### src/rtl/mult_pkg.sv
// rtl/mult_pkg.sv - shared state type and parameter helpers for the digit-serial multiplier family
package mult_pkg;

    typedef enum logic [1:0] {
        IDLE = 2'd0,
        RUN  = 2'd1,
        DONE = 2'd2
    } mult_state_t;

    function automatic int cc_of(input int n, input int d);
        return (d > 0) ? (n / d) : 1;
    endfunction

    function automatic bit params_ok(input int n, input int d);
        return (n >= 2) && (d >= 1) && (d <= n) && ((n % d) == 0);
    endfunction

endpackage

### src/rtl/mult_digit_pp.sv
// rtl/mult_digit_pp.sv - combinational N x D partial product; SEQ_MULT_SIGNED_EN selects the two's complement variant
module mult_digit_pp
    import mult_pkg::*;
#(
    parameter int N = 8,
    parameter int D = 2
) (
    input  logic [N-1:0]   a_i,
    input  logic [D-1:0]   digit_i,
`ifdef SEQ_MULT_SIGNED_EN
    input  logic           signed_digit_i,
`endif
    output logic [N+D-1:0] pp_o
);

`ifdef SEQ_MULT_SIGNED_EN
    logic                 digit_sign;
    logic signed [N+D-1:0] a_ext;
    logic signed [N+D-1:0] digit_ext;

    // Only the most significant digit of b carries negative weight.
    assign digit_sign = signed_digit_i & digit_i[D-1];
    assign a_ext      = {{D{a_i[N-1]}}, a_i};
    assign digit_ext  = {{N{digit_sign}}, digit_i};
    assign pp_o       = a_ext * digit_ext;
`else
    assign pp_o = (N+D)'(a_i) * (N+D)'(digit_i);
`endif

endmodule

### src/rtl/seq_mult_digit.sv
// rtl/seq_mult_digit.sv - digit-serial multiplier with valid/ready handshakes; SEQ_MULT_SIGNED_EN enables signed operands
module seq_mult_digit
    import mult_pkg::*;
#(
    parameter int N = 8,
    parameter int D = 2
) (
    input  logic           clk,
    input  logic           rst,
    input  logic           in_valid,
    output logic           in_ready,
    input  logic [N-1:0]   a,
    input  logic [N-1:0]   b,
    output logic           out_valid,
    input  logic           out_ready,
    output logic [2*N-1:0] c,
    output logic           busy
);

    localparam int CC = cc_of(N, D);
    localparam int CW = (CC > 1) ? $clog2(CC) : 1;

    if (!params_ok(N, D)) begin : g_bad_params
        $error("seq_mult_digit: N must be >= 2 and a multiple of D");
    end

    mult_state_t     state_q;
    logic [N-1:0]    a_q;
    logic [N-1:0]    b_q;
    logic [2*N-1:0]  acc_q;
    logic [2*N-1:0]  acc_d;
    logic [CW-1:0]   cnt_q;
    logic            in_ready_q;
    logic            out_valid_q;
    logic            busy_q;
    logic [2*N-1:0]  c_q;

    logic            last_digit;
    logic [N+D-1:0]  pp;
    logic [N+D-1:0]  hi_ext;
    logic [N+D-1:0]  sum;

    assign last_digit = (cnt_q == CW'(CC - 1));

    mult_digit_pp #(
        .N (N),
        .D (D)
    ) u_pp (
        .a_i            (a_q),
        .digit_i        (b_q[D-1:0]),
`ifdef SEQ_MULT_SIGNED_EN
        .signed_digit_i (last_digit),
`endif
        .pp_o           (pp)
    );

`ifdef SEQ_MULT_SIGNED_EN
    assign hi_ext = {{D{acc_q[2*N-1]}}, acc_q[2*N-1:N]};
`else
    assign hi_ext = {{D{1'b0}}, acc_q[2*N-1:N]};
`endif

    // The upper-half sum is N+D wide, so the shift below drops only finished low bits.
    assign sum   = pp + hi_ext;
    assign acc_d = (2*N)'({sum, acc_q[N-1:0]} >> D);

    always_ff @(posedge clk) begin
        if (!rst) begin
            state_q     <= IDLE;
            a_q         <= '0;
            b_q         <= '0;
            acc_q       <= '0;
            cnt_q       <= '0;
            in_ready_q  <= 1'b1;
            out_valid_q <= 1'b0;
            busy_q      <= 1'b0;
            c_q         <= '0;
        end else begin
            case (state_q)
                IDLE: begin
                    if (in_valid && in_ready_q) begin
                        a_q        <= a;
                        b_q        <= b;
                        acc_q      <= '0;
                        cnt_q      <= '0;
                        in_ready_q <= 1'b0;
                        busy_q     <= 1'b1;
                        state_q    <= RUN;
                    end
                end
                RUN: begin
                    acc_q <= acc_d;
                    b_q   <= b_q >> D;
                    cnt_q <= cnt_q + CW'(1);
                    if (last_digit) begin
                        c_q         <= acc_d;
                        out_valid_q <= 1'b1;
                        busy_q      <= 1'b0;
                        state_q     <= DONE;
                    end
                end
                DONE: begin
                    // No accept here even with out_ready high: IDLE must be revisited first.
                    if (out_ready) begin
                        out_valid_q <= 1'b0;
                        in_ready_q  <= 1'b1;
                        state_q     <= IDLE;
                    end
                end
                default: begin
                    state_q <= IDLE;
                end
            endcase
        end
    end

    assign in_ready  = in_ready_q;
    assign out_valid = out_valid_q;
    assign busy      = busy_q;
    assign c         = c_q;

endmodule

### config.mk
export PLATFORM = sky130hd
export DESIGN_NAME = seq_mult_digit
export DESIGN_NICKNAME = d
export VERILOG_FILES = /design/src/rtl/mult_pkg.sv /design/src/rtl/mult_digit_pp.sv /design/src/rtl/seq_mult_digit.sv
export SDC_FILE = /design/constraint.sdc
export NUM_CORES = 1
export LEC_CHECK = 0
export CAP_MARGIN = 20
export CORE_UTILIZATION = 25
export DETAILED_ROUTE_END_ITERATION = 12
export MAX_ROUTING_LAYER = met4
export PLACE_DENSITY = 0.44
export SLEW_MARGIN = 30
export SYNTH_ARGS = -nofsm -noshare
export SYNTH_HDL_FRONTEND = slang
export SYNTH_SLANG_ARGS = --single-unit
### constraint.sdc
create_clock -name clk -period 3.3 [get_ports clk]
set_clock_uncertainty 0.2 [all_clocks]
set_input_delay 0.33 -clock clk [delete_from_list [all_inputs] [get_ports clk]]
set_output_delay 0.33 -clock clk [all_outputs]
set_load 0.005 [all_outputs]
# After elaboration in Yosys (flattened, before gate mapping)
# Index checks and enable logic that the tools add are counted.
# totals
regBits	55
inputBits	20
# classes
n_mux	19
multipliers	1
add_sub_neg	2
reduce_logical	12
n_eq_ne	6
# op_table
op	n
$pmux 16 s2	1
$mux 16	1
$pmux 8 s2	1
$reduce_and 3->1	4
$add 10x8->10	1
$mul 8x2->10	1
$mux 2	4
$mux 8	1
$mux 1	6
$ne 2x2->1 const B	3
$pmux 1 s2	3
$pmux 2 s3	1
$reduce_and 2->1	3
$reduce_bool 2->1	3
$eq 2x2->1 const B	2
$pmux 2 s2	1
$add 2x1->2 const B	1
$eq 2x1->1 const B	1
$logic_not 2->1	1
$logic_and 1x1->1	1

# Logic depth before layout (Yosys ltp)
# Gate-level depths: netlist (run 1).
# logic_depth
depth_word	3
depth_mapped	9
mapped_depth_nobuf	8

# Modules after synthesis
# From an unflattened synthesis (run 1), not the netlist that was laid out.
# hier_totals
hier_cells	347
hier_area_um2	2944.1
# modules_own_cells
mod	cells_each	n_inst	area_per_inst_um2
seq_mult_digit	295	1	2539.9
mult_digit_pp	52	1	404.1

# Worst setup path after synthesis (run 1)
# Ideal clock, no wire load.
# synth_timing
path_type	reg2reg
from	register b_q[1]
to	register acc_q[13]
arrival_ps	2424
path_stages_with_launch	10
slack_ps	553
period_less_slack_ps	2747
n_path_buf	1
setup_time_ps	123
cell_sequence	dfxtp_1 > clkbuf_1 > and2_1 > fa_1 > ha_1 > fa_1 > a21o_1 > a221oi_2 > xor2_1 > o21ai_0
# synth_between
elab_chain_len	3
# synth_lines
element	line	text
start: declaration	seq_mult_digit.sv:29	logic [N-1:0] b_q;
start signal: assignment	seq_mult_digit.sv:93	b_q <= b_q >> D;
$mul 8x2->10	mult_digit_pp.sv:27	assign pp_o = (N+D)'(a_i) * (N+D)'(digit_i);
$add 10x8->10	seq_mult_digit.sv:64	assign sum = pp + hi_ext;
$pmux 16 s2	seq_mult_digit.sv:79	case (state_q)
end signal: assignment	seq_mult_digit.sv:72	acc_q <= '0;
end signal: assignment	seq_mult_digit.sv:84	acc_q <= '0;
end signal: assignment	seq_mult_digit.sv:92	acc_q <= acc_d;
end: declaration	seq_mult_digit.sv:30	logic [2*N-1:0] acc_q;
# No other way between the ends.
# A chain may end at the register's enable or synchronous reset.

# Final worst setup path (run 1)
# Ends and elaborated chain as after synthesis.

==> metrics, run 1 <==
CP max stage delay=470 ps; post-layout min period=2880 ps; first-pass GRT wire length=~11000 um; setup bufs post-CTS=0; Hold Path Cell Cnt=2; top cells by count, synth=74 x nand2_1, 53 x dfxtp_1, 28 x nand3_1, 25 x a21boi_0, 16 x inv_1; GPL Wtd Cong=between 0.7 and 0.8; num rows=37; CTS clock-pin slew for the worst setup and hold paths=100 ps; Top delay family on crit path=adder cells; critical path class=reg -> reg; Worst VDD drop=approximately 0.16 mV; Post-synth EDFFs=0; Post-CTS Resized=0; Final Power=~1300 uW; CTS root buf=clkbuf_8; Min Hold Slack=roughly 260 ps; fillers=approximately 1100; dominant synthesized flop cell=dfxtp_1; Worst path slowest cell=dfxtp_1; width of the die=105.7 um; Register-to-Register Path Depth=8; final WL=around 6500 um; # setup viols final=0; Final HPWL DP=approximately 4700 um; Max-slew headroom=roughly 46%; total gr overflow=0; Hold/Removal Path Class=reg -> reg; FMAX=approximately 350 MHz; syn nets=between 300 and 400; Starting Density=around a quarter; Async S/R FF share, synth=0%; nets@finish=approximately 390; total number of vias=2225; P_leak=roughly 0.0013 uW; clock latency on the worst-skew pair=310 ps; CTS Hold Bufs=0; synthesized area=between 0.002 and 0.003 mm^2; vias in the first global route=2182; unrepaired setup endpoints after global routing=false; Die H=105.7 um; Max-Cap Viols=0; CP Cell Sequence=and2_1 > fa_1 > ha_1 > fa_1 > a21o_1 > a221oi_2 > xor2_1 > o21ai_0; worst slew pin tran=between 800 and 900 ps; clk buf depth=2; Synth area leaders=dfxtp_1 39%, nand2_1 10%, a21boi_0 7.0%, fa_1 6.0%, nand3_1 5.2%; critical path depth=8; GRT Resource Usage Total=12.58%; fraction of layout cells with a size suffix above 1=about 5.2%; # DRC=0; Arr. time, crit path=around 2900 ps; setup TNS=0 ps; diode count=0; drt pass-1 iters=4; TritonCTS clock tree=built; Vias/cell=about 4.6; crit path launch type=flip-flop; post-layout util=31.91%; most used cell, CP=fa_1; Tcrit/Tclk final=87.26%; Synth Warn #=0; max-slew violations=0; Synth cell types=37; Fin. Hold Viols=0; flop and latch count out of synthesis=53; worst endpoint required time=~3300 ps; Die Area=roughly 0.011 mm^2; Core Region=slightly above 0.01 mm^2; Syn Inst Count=about 320; critical path capture point type=flip-flop; I/O Pins=39; Placed Instance Area=between 0.003 and 0.004 mm^2; most frequent cell after synthesis=nand2_1; clock buffer count from CTS=5; Seq/Total Area, Yosys=about 40%; initial antenna violation count=0; Critical path buffers and inverters=0; antenna-violating nets left=0; syn avg cell area=between 8 and 9 um^2; post-layout instance area=0.003309 mm^2; largest net degree at the start of global routing=35; H-tree levels=2; status=finished clean; WL/cell=between 10 and 15 um; share of the synthesized area in the top cell type=39.46%; synth-to-layout area growth=23.08%; largest area contributor in the netlist=dfxtp_1; Detailed Route Iter0 Violations=a little over 100; worst-path maximum fanout=9; Cell Pwr Density=a little under 400 mW/mm^2; Buffers on Ports=38; number of clock sinks=53
[worst paths after layout]
kind | from | end | slack [ps]
hold / removal | c[8] | c[8] | 260
hold reg to reg | c[8] | c[8] | 260
setup reg to reg | b_q[1] | acc_q[13] | 420
setup / recovery | b_q[1] | acc_q[13] | 420
[placed cells by master, fill, tap and decap left out, drive strengths merged, types with 2 or more instances in the layout]
cell	Yosys	layout
a21oi	11	11
o21a	2	2
ha	10	10
or4	4	4
dfxtp	53	53
a21boi	29	29
xor2	2	2
nor3	2	2
clkdlybuf4s50	0	38
inv	16	16
a21o	2	2
clkbuf	11	5
o211a	7	7
o2111ai	4	4
nand2	74	74
nand3	28	28
buf	11	6
nand4	5	5
and2	14	14
o21ai	13	13
fa	8	8
[power breakdown]
group,internal [uW],switching (uW)
combinational,71.0,85.7
sequential,662,20.6
clock,228,232
total,961,339
[flip-flops by register name (all words and copies together) (netlist names)]
register / cells
busy: 1
in_ready: 1
out_valid: 1
c: 16
cnt_q: 2
acc_q: 14
state_q: 2
b_q: 8
a_q: 8
[cells by family (layout without fill, tap and decap cells)]
kind of cell / count (synthesis) / count (layout) / synth area share (%)
and+or+nand+nor: 135 / 135 / 23.97
xor gates and xnor gates: 3 / 3 / 0.9774
buffers and inverters: 38 / 68 / 6.142
adders and majority gates: 18 / 18 / 10.61
DFF: 53 / 53 / 39.46
AOI/OAI and AO/OA: 71 / 71 / 18.85
[worst register-to-register path, delay by kind of cell (launching register included)]
kind / cells / cell delay [ps]
adder cells (fa/ha/maj): 3 / 1060
AND/OR/NAND/NOR: 1 / 190
flip-flops: 1 / 470
AO/OA/AOI/OAI: 3 / 640
XOR/XNOR: 1 / 200
[layer usage]
metal	vias to the layer above	track usage, %	share of wire, %
met5	-	-	0
li1	1138	-	-
met1	1031	15.70	48
met4	0	3.571	0.95
met3	9	2.103	3.4
met2	47	20.92	48
[per-stage QoR]
| step | std cells | setup WS [ps] |
|---|---|---|
| floorplan | 318 | 552.9 |
| global placement | 476 | 494.1 |
| detailed placement | 476 | 446.2 |
| CTS | 484 | 426.9 |
| global route | 484 | 229.3 |
| finish | 484 | 420.5 |
[area by class of cell]
class / instances / area, um^2 / share of cell area (%)
inverter: 16 / 60.06 / 1.815
clock buffer: 5 / 68.82 / 2.079
multi-input combinational: 227 / 1478 / 44.65
tap: 136 / 170.2 / 5.142
clock inverter: 3 / 46.29 / 1.399
timing repair buffer: 44 / 425.4 / 12.85
sequential: 53 / 1061 / 32.06
No activity file was read; power rests on OpenSTA's default activity.
==> run 2, diff against run 1 <==
--- a/config.mk
+++ b/config.mk
@@ -5,7 +5,6 @@
 export SDC_FILE = /design/constraint.sdc
 export NUM_CORES = 1
 export LEC_CHECK = 0
-export CAP_MARGIN = 20
 export CORE_UTILIZATION = 25
 export DETAILED_ROUTE_END_ITERATION = 12
 export MAX_ROUTING_LAYER = met4
==> results of run 2 <==
Same layout as run 1: the final DEF is identical, and so are final timing and power.
